### config.mk
export PLATFORM = sky130hd
export DESIGN_NAME = apple_spawn_ctrl
export DESIGN_NICKNAME = d
export VERILOG_FILES = /design/src/rtl/apple_spawn_ctrl.sv
export SDC_FILE = /design/constraint.sdc
export NUM_CORES = 1
export LEC_CHECK = 0
export ABC_AREA = 0
export CORE_ASPECT_RATIO = 0.6
export CORE_MARGIN = 10
export CORE_UTILIZATION = 50
export DETAILED_ROUTE_END_ITERATION = 7
export GPL_ROUTABILITY_DRIVEN = 0
export PLACE_DENSITY_LB_ADDON = 0.25
export RECOVER_POWER = 50
export SETUP_SLACK_MARGIN = 0.05
export SLEW_MARGIN = 15
export SYNTH_ARGS = -nofsm -noshare
export SYNTH_HDL_FRONTEND = slang
export SYNTH_SLANG_ARGS = --single-unit
### constraint.sdc
create_clock -name clk -period 8.9 [get_ports clk]
set_clock_uncertainty 0.1 [all_clocks]
set_input_delay 1.78 -clock clk [delete_from_list [all_inputs] [get_ports clk]]
set_output_delay 1.78 -clock clk [all_outputs]
set_load 0.02 [all_outputs]
### src/rtl/apple_spawn_ctrl.sv
// Apple game-step controller: hit detection, saturating score and eat pulses on tick,
// then an LFSR-driven draw/check/commit respawn for each eaten apple (good first).
module apple_spawn_ctrl #(
  parameter int          CELL      = 20,
  parameter int          GX_MIN    = 3,
  parameter int          GX_SPAN   = 28,
  parameter int          GY_MIN    = 3,
  parameter int          GY_SPAN   = 20,
  parameter int          HIT_R     = 30,
  parameter int          MAX_TRIES = 8,
  parameter logic [15:0] LFSR_SEED = 16'hACE1
) (
  input  logic       clk,
  input  logic       rst,
  input  logic       tick,
  input  logic [9:0] headx,
  input  logic [9:0] heady,
  output logic [9:0] good_x,
  output logic [9:0] good_y,
  output logic [9:0] bad_x,
  output logic [9:0] bad_y,
  output logic [7:0] score,
  output logic       eat_good,
  output logic       eat_bad,
  output logic       busy
);

  localparam int TW = $clog2(MAX_TRIES);
  localparam logic signed [10:0] L_HIT   = 11'(HIT_R);
  localparam logic [9:0]         L_FB_PX = 10'(GX_MIN * CELL);
  localparam logic [9:0]         L_FB_PY = 10'(GY_MIN * CELL);
  localparam logic [4:0]         L_FB_C0 = 5'(GX_MIN);
  localparam logic [4:0]         L_FB_C1 = 5'(GX_MIN + GX_SPAN - 1);
  localparam logic [4:0]         L_FB_R  = 5'(GY_MIN);

  typedef enum logic [1:0] {S_IDLE, S_DRAW, S_CHECK, S_COMMIT} state_t;

  state_t        r_state, w_next;
  logic [15:0]   r_lfsr;
  logic [9:0]    r_good_x, r_good_y, r_bad_x, r_bad_y;
  logic [7:0]    r_score;
  logic          r_eat_good, r_eat_bad;
  logic          r_pend_good, r_pend_bad;
  logic [TW-1:0] r_tries;
  logic [4:0]    r_cand_c, r_cand_r;

  // Strict box test on 11-bit signed differences; |d| == HIT_R is a miss.
  function automatic logic hit(input logic [9:0] px, py, ax, ay);
    logic signed [10:0] dx, dy;
    dx = signed'({1'b0, px}) - signed'({1'b0, ax});
    dy = signed'({1'b0, py}) - signed'({1'b0, ay});
    return (dx > -L_HIT) && (dx < L_HIT) && (dy > -L_HIT) && (dy < L_HIT);
  endfunction

  logic       w_fb, w_hit_good, w_hit_bad, w_eat_g, w_eat_b;
  logic [9:0] w_cand_px, w_cand_py, w_oth_x, w_oth_y;
  logic [4:0] w_draw_c, w_draw_r;
  logic       w_reject, w_last_try, w_fb_alt;

  assign w_fb       = r_lfsr[15] ^ r_lfsr[13] ^ r_lfsr[12] ^ r_lfsr[10];
  assign w_hit_good = hit(headx, heady, r_good_x, r_good_y);
  assign w_hit_bad  = hit(headx, heady, r_bad_x, r_bad_y);
  assign w_eat_g    = (r_state == S_IDLE) && tick && w_hit_good;
  assign w_eat_b    = (r_state == S_IDLE) && tick && w_hit_bad;

  assign w_draw_c   = 5'(GX_MIN + 32'(r_lfsr[7:0]) % GX_SPAN);
  assign w_draw_r   = 5'(GY_MIN + 32'(r_lfsr[15:8]) % GY_SPAN);
  assign w_cand_px  = 10'(r_cand_c) * 10'(CELL);
  assign w_cand_py  = 10'(r_cand_r) * 10'(CELL);

  // While good is pending it is the one being respawned; the other apple blocks its cell.
  assign w_oth_x    = r_pend_good ? r_bad_x : r_good_x;
  assign w_oth_y    = r_pend_good ? r_bad_y : r_good_y;
  assign w_reject   = hit(headx, heady, w_cand_px, w_cand_py) ||
                      ((w_cand_px == w_oth_x) && (w_cand_py == w_oth_y));
  assign w_last_try = (r_tries == TW'(MAX_TRIES - 1));
  assign w_fb_alt   = (L_FB_PX == w_oth_x) && (L_FB_PY == w_oth_y);

  // NOTE: asynchronous reset clears every register, including the LFSR and FSM,
  // so an aborted respawn leaves no stale candidate or pending flag behind.
  always_ff @(posedge clk or negedge rst) begin
    if (!rst) r_state <= S_IDLE;
    else      r_state <= w_next;
  end

  // NOTE: the default assignment first keeps this purely combinational (no latch).
  always_comb begin
    w_next = r_state;
    case (r_state)
      S_IDLE:   if (w_eat_g || w_eat_b) w_next = S_DRAW;
      S_DRAW:   w_next = S_CHECK;
      S_CHECK:  w_next = (w_reject && !w_last_try) ? S_DRAW : S_COMMIT;
      S_COMMIT: w_next = (r_pend_good && r_pend_bad) ? S_DRAW : S_IDLE;
      default:  w_next = S_IDLE;
    endcase
  end

  always_comb begin
    busy = (r_state != S_IDLE);
  end

  always_ff @(posedge clk or negedge rst) begin
    if (!rst) begin
      r_lfsr      <= LFSR_SEED;
      r_good_x    <= 10'd320;
      r_good_y    <= 10'd240;
      r_bad_x     <= 10'd20;
      r_bad_y     <= 10'd20;
      r_score     <= '0;
      r_eat_good  <= 1'b0;
      r_eat_bad   <= 1'b0;
      r_pend_good <= 1'b0;
      r_pend_bad  <= 1'b0;
      r_tries     <= '0;
      r_cand_c    <= '0;
      r_cand_r    <= '0;
    end else begin
      r_lfsr     <= {r_lfsr[14:0], w_fb};
      r_eat_good <= w_eat_g;
      r_eat_bad  <= w_eat_b;
      case (r_state)
        S_IDLE: begin
          if (w_eat_g) r_pend_good <= 1'b1;
          if (w_eat_b) r_pend_bad  <= 1'b1;
          case ({w_eat_g, w_eat_b})
            2'b10:   if (r_score != 8'hFF) r_score <= r_score + 8'd1;
            2'b01:   if (r_score != 8'h00) r_score <= r_score - 8'd1;
            default: r_score <= r_score;
          endcase
        end
        S_DRAW: begin
          r_cand_c <= w_draw_c;
          r_cand_r <= w_draw_r;
        end
        S_CHECK: begin
          if (w_reject) begin
            if (!w_last_try) begin
              r_tries <= r_tries + TW'(1);
            end else begin
              r_cand_c <= w_fb_alt ? L_FB_C1 : L_FB_C0;
              r_cand_r <= L_FB_R;
            end
          end
        end
        S_COMMIT: begin
          r_tries <= '0;
          if (r_pend_good) begin
            r_good_x    <= w_cand_px;
            r_good_y    <= w_cand_py;
            r_pend_good <= 1'b0;
          end else begin
            r_bad_x    <= w_cand_px;
            r_bad_y    <= w_cand_py;
            r_pend_bad <= 1'b0;
          end
        end
        default: r_tries <= '0;
      endcase
    end
  end

  assign good_x   = r_good_x;
  assign good_y   = r_good_y;
  assign bad_x    = r_bad_x;
  assign bad_y    = r_bad_y;
  assign score    = r_score;
  assign eat_good = r_eat_good;
  assign eat_bad  = r_eat_bad;

endmodule

==> summary.md <==
| Metric | Value |
|---|---|
| Global-route usage over all layers | 19.0% |
| Final standard cell utilization of the core | 60.0% |
| Setup violation total in the final timing report | 0 |
| Clk buf depth | 2 |
| Element type at the critical path end | register |
| Hold buffer count at CTS | 0 |
| Met2 wire length | between 7 and 8 mm |
| Number of pins exceeding their max-slew limit in the final report | 76 |
| Number of violations reported at the end of detailed-routing iteration 0 | 455 |
| Avg Inst Size Synth | between 8 and 9 sq um |
| Area of the placeable core | approximately 14000 sq um |
| Outcome | finished, violations left |
| Post-CTS Repair Setup Buffers | 0 |
| Critical Path Start Type | input pin |
| Main area contributors after synthesis | dfrtp_1 (20%), ha_1 (14%), dfstp_2 (6.5%) |
| Area of the mapped netlist | 7230 sq um |
| Worst Setup Path Type | input pin to register |
| Number of CTS-inserted buffers | 9 |
| Highest Clock Rate | 149 MHz |
| Area growth, synth to finish | 15.6% |
| Wirelength per Cell | 17.7 microns |
| Number of warnings reported in the yosys synthesis log | 0 |
| Count of input and output buffers | 65 |
| Total chip power | 0.00148 W |
| Data arrival, critical path | 6.86 ns |
| Worst hold slack after final layout | 0.288 ns |
| Kind of path behind the tightest hold check | register to register |
| Number of cells traversed by the worst hold path | 0 |
| Final nets | just under 1000 |
| CTS H-tree depth | 3 |
| Post-synthesis async set-or-reset flop share | 100% |
| Post-CTS resize count | 0 |
| Number of placement rows | 33 |
| Proportion of synthesized chip area in sequential cells | between 20% and 30% |
| CTS tree | built |
| Share of the cycle needed by the critical path after routing | 75.6% |
| Clock latency at the later pin of the worst-skew pair | between 0.3 and 0.4 ns |
| Critical path fanouts, max | 6 |
| Worst r2r dst | score[7]$_DFFE_PN0P_ |
| Minimum period implied by the final worst setup slack | about 6.7 ns |
| Post-synth top cells | inv_1 (80), ha_1 (79), o21ai_0 (61), nand2_1 (58), dfrtp_1 (57) |
| Initial antenna violation count | 0 |
| Post-route antenna net violation count | 0 |
| Highest metal layer used by the detailed router | met4 |
| Relative max-transition margin | -170% |
| Remaining Overflow, GRT | 0 |
| Number of standard cells after synthesis | 830 |
| Die Width | 175 microns |
| Worst hold endpoint | r_lfsr[10]$_DFF_PN1_ |
| Slew at the pin closest to its max-slew limit | 4.05 ns |
| DRC Markers | 0 |
| Post-detailed-routing wire length | 19.1 mm |
| Largest net degree at the start of global routing | 76 |
| First-pass GRT wire length | between 30 and 40 mm |
| # IOs | 74 |
| Critical path data required time | 9.03 ns |
| Cell area power density | 177 nW/um^2 |
| CTS root buffer | clkbuf_16 |
| HP Start | r_lfsr[9]$_DFF_PN0_ |
| CTS clock-pin slew for the worst setup and hold paths | around 0.060 ns |
| Die area | 19800 sq um |
| Area share of the leading cell type in the synthesized netlist | 19.7% |
| Register-to-register setup slack | 3.55 ns |
| Top cell type by total area after synthesis | dfrtp_1 |
| Post-detail-place hpwl | 15.0 mm |
| Synth unique cells | 83 |
| Violated checks | max-capacitance violations, max-slew violations |
| Worst ir drop on vdd | 0.000122 V |
| DR WL met3 | 1.62 mm |
| Max_cap viols | 1 |
| Number of global-route vias before repair | 5799 |
| Total of flip-flops plus latches after synthesis | 75 |
| Count leader, synth | inv_1 |
| Post-route met1 wirelength | 10.0 mm |
| EDFF count, synth | 0 |
| Via-to-Cell Ratio | 5.85 |
| Hold violation count in the final report | 0 |
| Most used DFF post-synth | dfrtp_1 |
| RSZ-0062 raised after global routing | no |
| Via Count | around 6300 |
| Leakage | ~3.5 nW |
| Die outline height | 113 microns |
| Setup TNS Final | 0 ns |
| Initial DRT Pass Iterations | 5 |
| Share of cells above drive strength 1 | 6.89% |
| Initial cell density of the core | between 50% and 60% |
| R2r startpoint | bad_y[2]$_DFFE_PN1P_ |
| Antenna diode count | 0 |
| CTS Sinks | 75 |
| Worst Reg2Reg Path Length in Cells | 23 |
==> logic make-up (layout without fill, tap and decap cells) <==
kind of cell	Yosys count	in the layout	share of synthesized area, %
flops	75	75	26.3
simple gates	232	232	17.3
xor+xnor	59	59	7.15
other cells	1	8	0.0519
mux	32	32	5.38
compound gates	228	228	21.0
fa+ha+maj	89	89	16.3
buf+inv	114	162	6.51
==> worst max-delay path, cell delays in order <==
cell	delay, ns
clkdlybuf4s50_1	0.40
inv_1	0.11
ha_1	0.17
inv_1	0.05
fa_1	0.40
a21o_1	0.21
a21oi_2	0.15
xnor2_1	0.08
or3_1	0.38
or4_4	0.50
mux2i_4	0.26
nand2_4	0.11
inv_1	0.17
nand2b_1	0.12
inv_1	0.19
ha_1	0.27
a21o_1	0.18
a21oi_1	0.21
o21bai_1	0.09
a21oi_1	0.23
nor2_1	0.08
a211oi_1	0.29
and3_2	0.23
a22oi_1	0.07
xnor2_1	0.14
==> report_power, final <==
part / switching (W) / internal [W]
clock network: 0.000148 / 0.000318
registers: 0.0000581 / 0.000381
logic: 0.000334 / 0.000239
==> layout by cell type (no fill, tap or decap), types with 16 or more instances in the layout <==
master	Yosys	final
inv_1	80	80
clkdlybuf4s50_1	0	64
dfrtp_1	57	57
nand2_1	58	58
nor2_1	46	46
mux2i_1	19	19
ha_1	79	79
xor2_1	23	23
nor2b_1	16	16
a21oi_1	43	43
o21ai_0	61	61
xnor2_1	36	36
==> area by class of cell <==
type	count	area (sq um)
clock buffer	12	256
fill	1249	5560
clock inverter	4	120
timing repair buffer	66	652
tap	192	240
inverter	80	300
sequential	75	1900
multi-input combinational	648	4890
==> flip-flops by register name, indices dropped and copies added, names as in the netlist <==
| signal | cells |
|---|---|
| bad_x | 8 |
| r_pend_bad | 1 |
| good_x | 8 |
| eat_bad | 1 |
| eat_good | 1 |
| r_lfsr | 16 |
| r_cand_c | 5 |
| r_cand_r | 5 |
| score | 8 |
| r_pend_good | 1 |
| bad_y | 8 |
| r_tries | 3 |
| good_y | 8 |
| r_state | 2 |
==> worst max path at each step <==
| stage | start | to |
|---|---|---|
| 2_1_floorplan | heady[2] | score[7]$_DFFE_PN0P_ |
| 3_3_place_gp | heady[2] | score[7]$_DFFE_PN0P_ |
| 3_5_place_dp | heady[2] | score[7]$_DFFE_PN0P_ |
| 4_1_cts | heady[2] | score[7]$_DFFE_PN0P_ |
| 5_1_grt | headx[2] | score[7]$_DFFE_PN0P_ |
| 6_report | heady[2] | score[7]$_DFFE_PN0P_ |
==> per-stage QoR <==
stage | cell area, sq um | setup WS [ns] | std cells
finish | 8350 | 2.17 | 1077
global route | 8350 | 1.76 | 1077
CTS | 8360 | 2.21 | 1077
detailed placement | 7980 | 1.85 | 1061
global placement | 7980 | 2.00 | 1061
floorplan | 7260 | 2.77 | 837
==> per-layer routing <==
metal	global-route usage, %	vias up
met2	25.3	214
li1	-	3082
met3	5.84	14
met4	3.09	0
met5	0	-
met1	29.1	2986
Power figures use the tool's default switching activity.
